===== src/rtl/maxnet_winner_monitor.sv =====
// Maxnet convergence monitor: picks the single surviving channel, all-zero collapse, or iteration timeout.
// Latency: result registered one cycle after the terminating sample is accepted.
// Backpressure: in_ready only in RUN; result held on out_valid until out_ready, then back to IDLE.
module maxnet_winner_monitor #(
  parameter int N           = 4,
  parameter int W           = 32,
  parameter int IGNORE_SIGN = 1,
  parameter int STABLE      = 2,
  parameter int MAX_ITER    = 255,
  localparam int IW         = (N > 2) ? $clog2(N) : 1,
  localparam int CW         = $clog2(MAX_ITER + 1)
) (
  input  logic            clk,
  input  logic            rst_n,
  input  logic            start,
  input  logic            in_valid,
  output logic            in_ready,
  input  logic [N*W-1:0]  x_bus,
  input  logic [N*W-1:0]  a_bus,
  output logic            out_valid,
  input  logic            out_ready,
  output logic [IW-1:0]   winner_idx,
  output logic [W-1:0]    winner_data,
  output logic [1:0]      status,
  output logic [CW-1:0]   iter_count,
  output logic            busy
);

  localparam int SW = $clog2(STABLE + 1);
  localparam int PW = $clog2(N + 1);
  localparam logic [W-1:0] ZMASK = (IGNORE_SIGN != 0) ? {1'b0, {(W-1){1'b1}}} : {W{1'b1}};

  typedef enum logic [1:0] {S_IDLE, S_RUN, S_DONE} state_t;

  typedef struct packed {
    logic [IW-1:0] idx;
    logic [W-1:0]  dat;
    logic [1:0]    st;
  } res_t;

  state_t        state, state_nxt;
  res_t          res_q;
  logic [SW-1:0] stable_cnt, stable_nxt;
  logic [IW-1:0] prev_idx;
  logic [CW-1:0] iter_nxt;
  logic [N-1:0]  nz;
  logic [PW-1:0] pop;
  logic [IW-1:0] cand;
  logic [W-1:0]  cand_dat;
  logic          accept, all_zero, conv, tmo, term;

  // Descending scan so the lowest non-zero channel wins; with no survivor cand stays 0 and payload a0.
  always_comb begin
    nz       = '0;
    pop      = '0;
    cand     = '0;
    cand_dat = a_bus[W-1:0];
    for (int i = N - 1; i >= 0; i--) begin
      nz[i] = |(x_bus[i*W +: W] & ZMASK);
      if (nz[i]) begin
        cand     = IW'(i);
        cand_dat = a_bus[i*W +: W];
      end
    end
    for (int i = 0; i < N; i++) pop = pop + PW'(nz[i]);
  end

  always_comb begin
    stable_nxt = '0;
    if (pop == PW'(1)) begin
      if (stable_cnt == '0 || cand == prev_idx)
        stable_nxt = (stable_cnt == SW'(STABLE)) ? stable_cnt : stable_cnt + SW'(1);
      else
        stable_nxt = SW'(1);
    end
  end

  assign iter_nxt = iter_count + CW'(1);
  assign accept   = in_valid && (state == S_RUN);
  assign all_zero = (pop == '0);
  assign conv     = (stable_nxt == SW'(STABLE));
  assign tmo      = (iter_nxt == CW'(MAX_ITER));
  assign term     = accept && (all_zero || conv || tmo);

  always_ff @(posedge clk or negedge rst_n) begin
    if (!rst_n) state <= S_IDLE;
    else        state <= state_nxt;
  end

  always_comb begin
    state_nxt = state;
    case (state)
      S_IDLE:  if (start)     state_nxt = S_RUN;
      S_RUN:   if (term)      state_nxt = S_DONE;
      S_DONE:  if (out_ready) state_nxt = S_IDLE;
      default:                state_nxt = S_IDLE;
    endcase
  end

  always_comb begin
    in_ready  = (state == S_RUN);
    out_valid = (state == S_DONE);
    busy      = (state != S_IDLE);
  end

  always_ff @(posedge clk or negedge rst_n) begin
    if (!rst_n) begin
      iter_count <= '0;
      stable_cnt <= '0;
      prev_idx   <= '0;
      res_q      <= '0;
    end else if (state == S_IDLE && start) begin
      iter_count <= '0;
      stable_cnt <= '0;
      prev_idx   <= '0;
    end else if (accept) begin
      iter_count <= iter_nxt;
      stable_cnt <= stable_nxt;
      prev_idx   <= cand;
      if (term) begin
        res_q.idx <= cand;
        res_q.dat <= cand_dat;
        res_q.st  <= all_zero ? 2'b01 : (conv ? 2'b00 : 2'b10);
      end
    end
  end

  assign winner_idx  = res_q.idx;
  assign winner_data = res_q.dat;
  assign status      = res_q.st;

endmodule


===== config.mk =====
export PLATFORM = sky130hd
export DESIGN_NAME = maxnet_winner_monitor
export DESIGN_NICKNAME = d
export VERILOG_FILES = /design/src/rtl/maxnet_winner_monitor.sv
export SDC_FILE = /design/constraint.sdc
export NUM_CORES = 1
export LEC_CHECK = 0
export ABC_CLOCK_PERIOD_IN_PS = 6660
export CAP_MARGIN = 15
export CORE_AREA = 2 2 118 120
export CTS_BUF_LIST = sky130_fd_sc_hd__clkbuf_8
export DETAILED_ROUTE_END_ITERATION = 6
export DIE_AREA = 0 0 120 122
export DONT_BUFFER_PORTS = 1
export GPL_TIMING_DRIVEN = 0
export PLACE_DENSITY_LB_ADDON = 0.3
export SLEW_MARGIN = 20
export SYNTH_ARGS = -nofsm -noshare
export SYNTH_HDL_FRONTEND = slang
export SYNTH_SLANG_ARGS = --single-unit

===== constraint.sdc =====
create_clock -name clk -period 6.66 [get_ports clk]
set_input_delay 0.666 -clock clk [delete_from_list [all_inputs] [get_ports clk]]
set_output_delay 0.666 -clock clk [all_outputs]
set_load 0.01 [all_outputs]

# [Word-level counts from Yosys, hierarchy flattened]
# Index checks and enable logic that the tools add are counted.
[classes] addsub=5 n_mul=0 div_mod_pow=0 order_cmp=0 eq_ne=10 n_shift=0 mux=23 bitwise_logic=1 reduce_logical=17
[op_table] op="2-to-1 mux 32 bit" n=4
[op_table] op="OR reduction 31 bit" n=4
[op_table] op="2-to-1 mux 2 bit" n=16
[op_table] op="2-to-1 mux 8 bit" n=2
[op_table] op="adder 8 x 1 -> 8 bit (second input constant)" n=1
[op_table] op="== test 8 bit (second input constant)" n=1
[op_table] op="== test 2 bit (second input constant)" n=3
[op_table] op="one-hot mux 2 bit (3 select lines)" n=1
[op_table] op="AND reduction 3 bit" n=2
[op_table] op="logical NOT 2 bit" n=2
[op_table] op="inequality test 2 x 1 -> 1 bit (second input constant)" n=2
[op_table] op="nonzero test 2 bit" n=2
[op_table] op="adder 2 x 1 -> 3 bit" n=1
[op_table] op="adder 3 x 1 -> 3 bit" n=1
[op_table] op="== test 3 x 1 -> 1 bit (second input constant)" n=1
[op_table] op="logical AND 1 bit" n=3
[op_table] op="logical NOT 3 bit" n=1
[op_table] op="logical OR 1 bit" n=3
[op_table] op="adder 1 x 1 -> 2 bit" n=1
[op_table] op="adder 2 x 1 -> 2 bit (second input constant)" n=1
[op_table] op="== test 2 x 1 -> 1 bit (second input constant)" n=1
[op_table] op="== test 2 bit" n=1
[op_table] op="inequality test 2 bit (second input constant)" n=1
[op_table] op="inverter 1 bit" n=1
[word_totals] regBits=50 latchBits=0 ram_bits=0 mem_bits_ro=0 in_bits=261 out_inout_bits=47 word_cells=63 memories=0

# [Logic depth before layout (Yosys ltp)]
[depth] ltp_word=15 mapped_depth=15 mapped_depth_nobuf=12

# [Worst setup path before layout]
# No wires, ideal clock.
[synth_path] path_type="input port to flip-flop" startpoint="input x_bus[34]" endpoint="register res_q, in the netlist winner_data[16]" setup_time_ns=0.125 arrival_ns=4.103 required_ns=6.535 slack_ns=2.431 stages=15 path_buffers=3 cell_sequence="nor4_1 > nand4_1 > or2_1 > buf_2 > inv_2 > clkbuf_1 > fa_1 > inv_1 > ha_1 > ha_1 > nor3_1 > nand3_1 > o31ai_4 > buf_6 > mux2_4"
[synth_between] elab_chain_len=12 elab_cells_between_ends=19 cone_classes="3 x add/sub; 3 x eq/ne; 6 x mux; 7 x reduce/logical"
[synth_rtl] element="start: declaration" line="18" rtl="input logic [N*W-1:0] x_bus,"
[synth_rtl] element="OR reduction 31 bit (*)" line="59" rtl="nz[i] = |(x_bus[i*W +: W] & ZMASK);"
[synth_rtl] element="branches (longest 11 deep; another with adder 2 x 1 -> 3 bit)"
[synth_rtl] element="end: declaration" line="42" rtl="res_t res_q;"
# Every way passes the cells marked *.
# A chain may end at the register's enable or synchronous reset.

# [Final worst setup path]
[layout_path] startpoint="input x_bus[41]" endpoint="register res_q, in the netlist winner_data[17]"
# The elaborated chain is that of the path after synthesis.

==> run metrics <==
placed cell count between 500 and 600; Post-Syn Area per Cell 10.1 um2; largest fanout on the critical path 10; setup total negative slack 0 ns; area overhead of the layout relative to synthesis 9.28%; total number of vias 3090; initial standard-cell utilization of the core between 20% and 30%; most used cells in the layout excluding fill and tap cells sky130_fd_sc_hd__dfrtp_1, sky130_fd_sc_hd__o21ai_0, sky130_fd_sc_hd__o2bb2ai_1; crit path launch type input pin; number of rows created at floorplan 43; data required time of the critical path 6.87 ns; maximum number of pins on one net before global-route repair slightly above 50; most frequent standard cell in the layout excluding fill and tap cells sky130_fd_sc_hd__dfrtp_1; maximum buffer depth of the clock tree 2; number of buffer cells added on primary ports 0; unrepaired setup endpoints after global routing false; clock insertion delay at the later pin of the skew report 0.32 ns; fmax 204 MHz; Critical Path Sink Type flip-flop; share of flip-flops with an asynchronous set or reset after synthesis 100%; Post-DRT Antenna Nets 0; Routed WL 13.2 mm; Boundary Pins 308; final-report hold violation count 0; drt via density 5.73; Post CTS Setup Buffer Count 0; FF+latch count, synth 50; worst min-delay path category input pin to asynchronous set/reset pin; drt first pass iters 4; H-tree Lvls 2; critical path data arrival time 5.10 ns; final count of negative-setup-slack endpoints 0; min cycle time layout 4.90 ns; Clock Skews 0.0118 ns; chip height ~120 um; Iter 0 DRT Violations 160; number of max-slew violations in the final report 0; die outline width 120 um; wire length of the first global-routing pass between 15 and 20 mm; post-synthesis net count 615; Tightest Pin Transition about 0.83 ns; Tcrit/Tclk final 73.5%; power density over the cells 154 mW/mm2; fraction of the yosys area taken by sequential cells 35.7%; Total Routing Usage GR about 17%; nets around 620; worst vdd ir 0.118 mV; WS Path Type input pin to flip-flop; DR WL/cell 24.4 um; result of the run finished clean; Finished Layout Cells approximately 540; vias in the first global route ~3000; Post-synth EDFFs 0; area of the die 0.0146 mm2; core outline area 0.0135 mm2; setup slack of the critical path after layout 1.76 ns; HPWL Detailed 10.6 mm; most instantiated flip-flop cell in the synthesis netlist sky130_fd_sc_hd__dfrtp_1; number of instances in the synthesized netlist approximately 350; netlist area before placement 0.00350 mm2; Residual DRC 0; CTS tree built; share of layout cells above drive strength 1 16.1%; max-cap violations 0; Yosys warning total 0; number of antenna violations at the first check in global routing 4; clock slew at the register clock pins of the worst setup and hold paths around 0.09 ns; CTS Buf Count 5; routability cong. 0.922; Yosys cell types 43; Num Clock Sinks 50; overflow left after global routing 0; Lkg Pwr between 1 and 1.5 nW; root cell of the clock tree sky130_fd_sc_hd__clkbuf_8; worst setup slack after placement 1.36 ns; Slew HR about 45%
[where the power goes]
part	total [mW]	internal, mW	switching (mW)	leakage (nW)
logic	0.0632	0.0329	0.0302	0.686
registers	0.351	0.317	0.0342	0.670
clock network	0.175	0.0708	0.104	0.0414
[worst max-delay path, stage by stage]
cell	delay, ns
sky130_fd_sc_hd__nor4_1	0.35
sky130_fd_sc_hd__nand4_1	0.17
sky130_fd_sc_hd__or2_1	0.26
sky130_fd_sc_hd__buf_2	0.22
sky130_fd_sc_hd__inv_2	0.18
sky130_fd_sc_hd__clkbuf_1	0.37
sky130_fd_sc_hd__fa_1	0.48
sky130_fd_sc_hd__inv_1	0.07
sky130_fd_sc_hd__ha_1	0.15
sky130_fd_sc_hd__ha_1	0.24
sky130_fd_sc_hd__nor3_1	0.41
sky130_fd_sc_hd__nand3_1	0.21
sky130_fd_sc_hd__o31ai_4	0.70
sky130_fd_sc_hd__buf_6	0.27
sky130_fd_sc_hd__mux2_4	0.31
[registers in the layout, summed over array words and instances, names as in the netlist]
name / count
iter_count: 8
prev_idx: 2
stable_cnt: 2
state: 2
status: 2
winner_data: 32
winner_idx: 2
[final timing paths]
path | start | endpoint | slack [ns] | depth (start not counted)
max | x_bus[41] | winner_data[17]$_DFFE_PN0P_ | 1.76 | 15
min | rst_n | winner_data[4]$_DFFE_PN0P_ | 0.03 | 0
max reg2reg | state[1]$_DFFE_PN0P_ | winner_data[17]$_DFFE_PN0P_ | 3.63 | 7
min reg2reg | stable_cnt[0]$_DFFE_PN0P_ | stable_cnt[0]$_DFFE_PN0P_ | 0.47 | 2
max in group asynchronous | rst_n | winner_data[19]$_DFFE_PN0P_ | 5.40 | 1
min in group clk | stable_cnt[0]$_DFFE_PN0P_ | stable_cnt[0]$_DFFE_PN0P_ | 0.47 | 2
[per-layer routing]
metal	GRT usage, %	wire length (um)	vias to the layer above
met5	4.51	0	-
li1	-	-	1403
met3	7.68	1380	14
met1	20.8	5560	1495
met2	25.4	5970	178
met4	5.59	253	0
[final cells by class]
type                            count  area, um2
Multi-Input combinational cell    258       2070
Antenna cell                        4       10.0
Buffer                             24        123
Tap cell                          180        225
Fill cell                        1435       9670
Sequential cell                    50       1250
Timing Repair Buffer                1       10.0
Clock buffer                        5       68.8
Clock inverter                      2       11.3
Inverter                           15       56.3
[synthesized netlist by cell type, types with 2 or more instances]
library cell	n	area, um2
sky130_fd_sc_hd__dfrtp_1	50	1250
sky130_fd_sc_hd__o21ai_0	46	230
sky130_fd_sc_hd__o2bb2ai_1	33	289
sky130_fd_sc_hd__a221oi_1	32	280
sky130_fd_sc_hd__mux2_4	26	390
sky130_fd_sc_hd__nor4_1	23	144
sky130_fd_sc_hd__clkbuf_1	19	71.3
sky130_fd_sc_hd__nand2_1	16	60.1
sky130_fd_sc_hd__inv_1	14	52.6
sky130_fd_sc_hd__nor2_1	9	33.8
sky130_fd_sc_hd__mux2_2	8	90.1
sky130_fd_sc_hd__nor3_1	8	40.0
sky130_fd_sc_hd__nand4_1	7	43.8
sky130_fd_sc_hd__ha_1	6	75.1
sky130_fd_sc_hd__nor4_2	6	75.1
sky130_fd_sc_hd__and4_1	4	35.0
sky130_fd_sc_hd__nand3_1	4	20.0
sky130_fd_sc_hd__a31oi_1	3	18.8
sky130_fd_sc_hd__and3_1	2	12.5
sky130_fd_sc_hd__buf_2	2	10.0
sky130_fd_sc_hd__buf_8	2	30.0
sky130_fd_sc_hd__nor2b_1	2	12.5
sky130_fd_sc_hd__o211ai_1	2	15.0
sky130_fd_sc_hd__or2_1	2	12.5
sky130_fd_sc_hd__xnor2_1	2	17.5
sky130_fd_sc_hd__xor2_1	2	17.5
[kinds of logic after synthesis]
group,count (synthesis),synth area share [%]
compound gates,126,27.0
flops,50,35.7
xor+xnor,4,1.00
buf+inv,39,5.11
fa+ha+maj,7,2.71
simple gates,86,14.5
mux,35,14.0
[metrics by stage]
| step | utilization [%] | area, um2 | hold slack (ns) | total power, mW |
|---|---|---|---|---|
| after floorplan | - | 3500 | 0.370 | 0.401 |
| final | 28.4 | 3830 | 0.0338 | 0.589 |
| after CTS | 28.2 | 3810 | 0.000696 | 0.602 |
| after global routing | 28.3 | 3830 | 0.00381 | 0.629 |
| after global placement | 27.6 | 3730 | 0.372 | 0.416 |
| after detailed placement | 27.6 | 3730 | 0.372 | 0.418 |
[what timing repair did]
| item | CTS | global route |
|---|---|---|
| gates resized for setup | 0 | 0 |
| hold buffers | 0 | 1 |
| endpoints found under the hold margin | 0 | 14 |
Power figures use the tool's default switching activity.
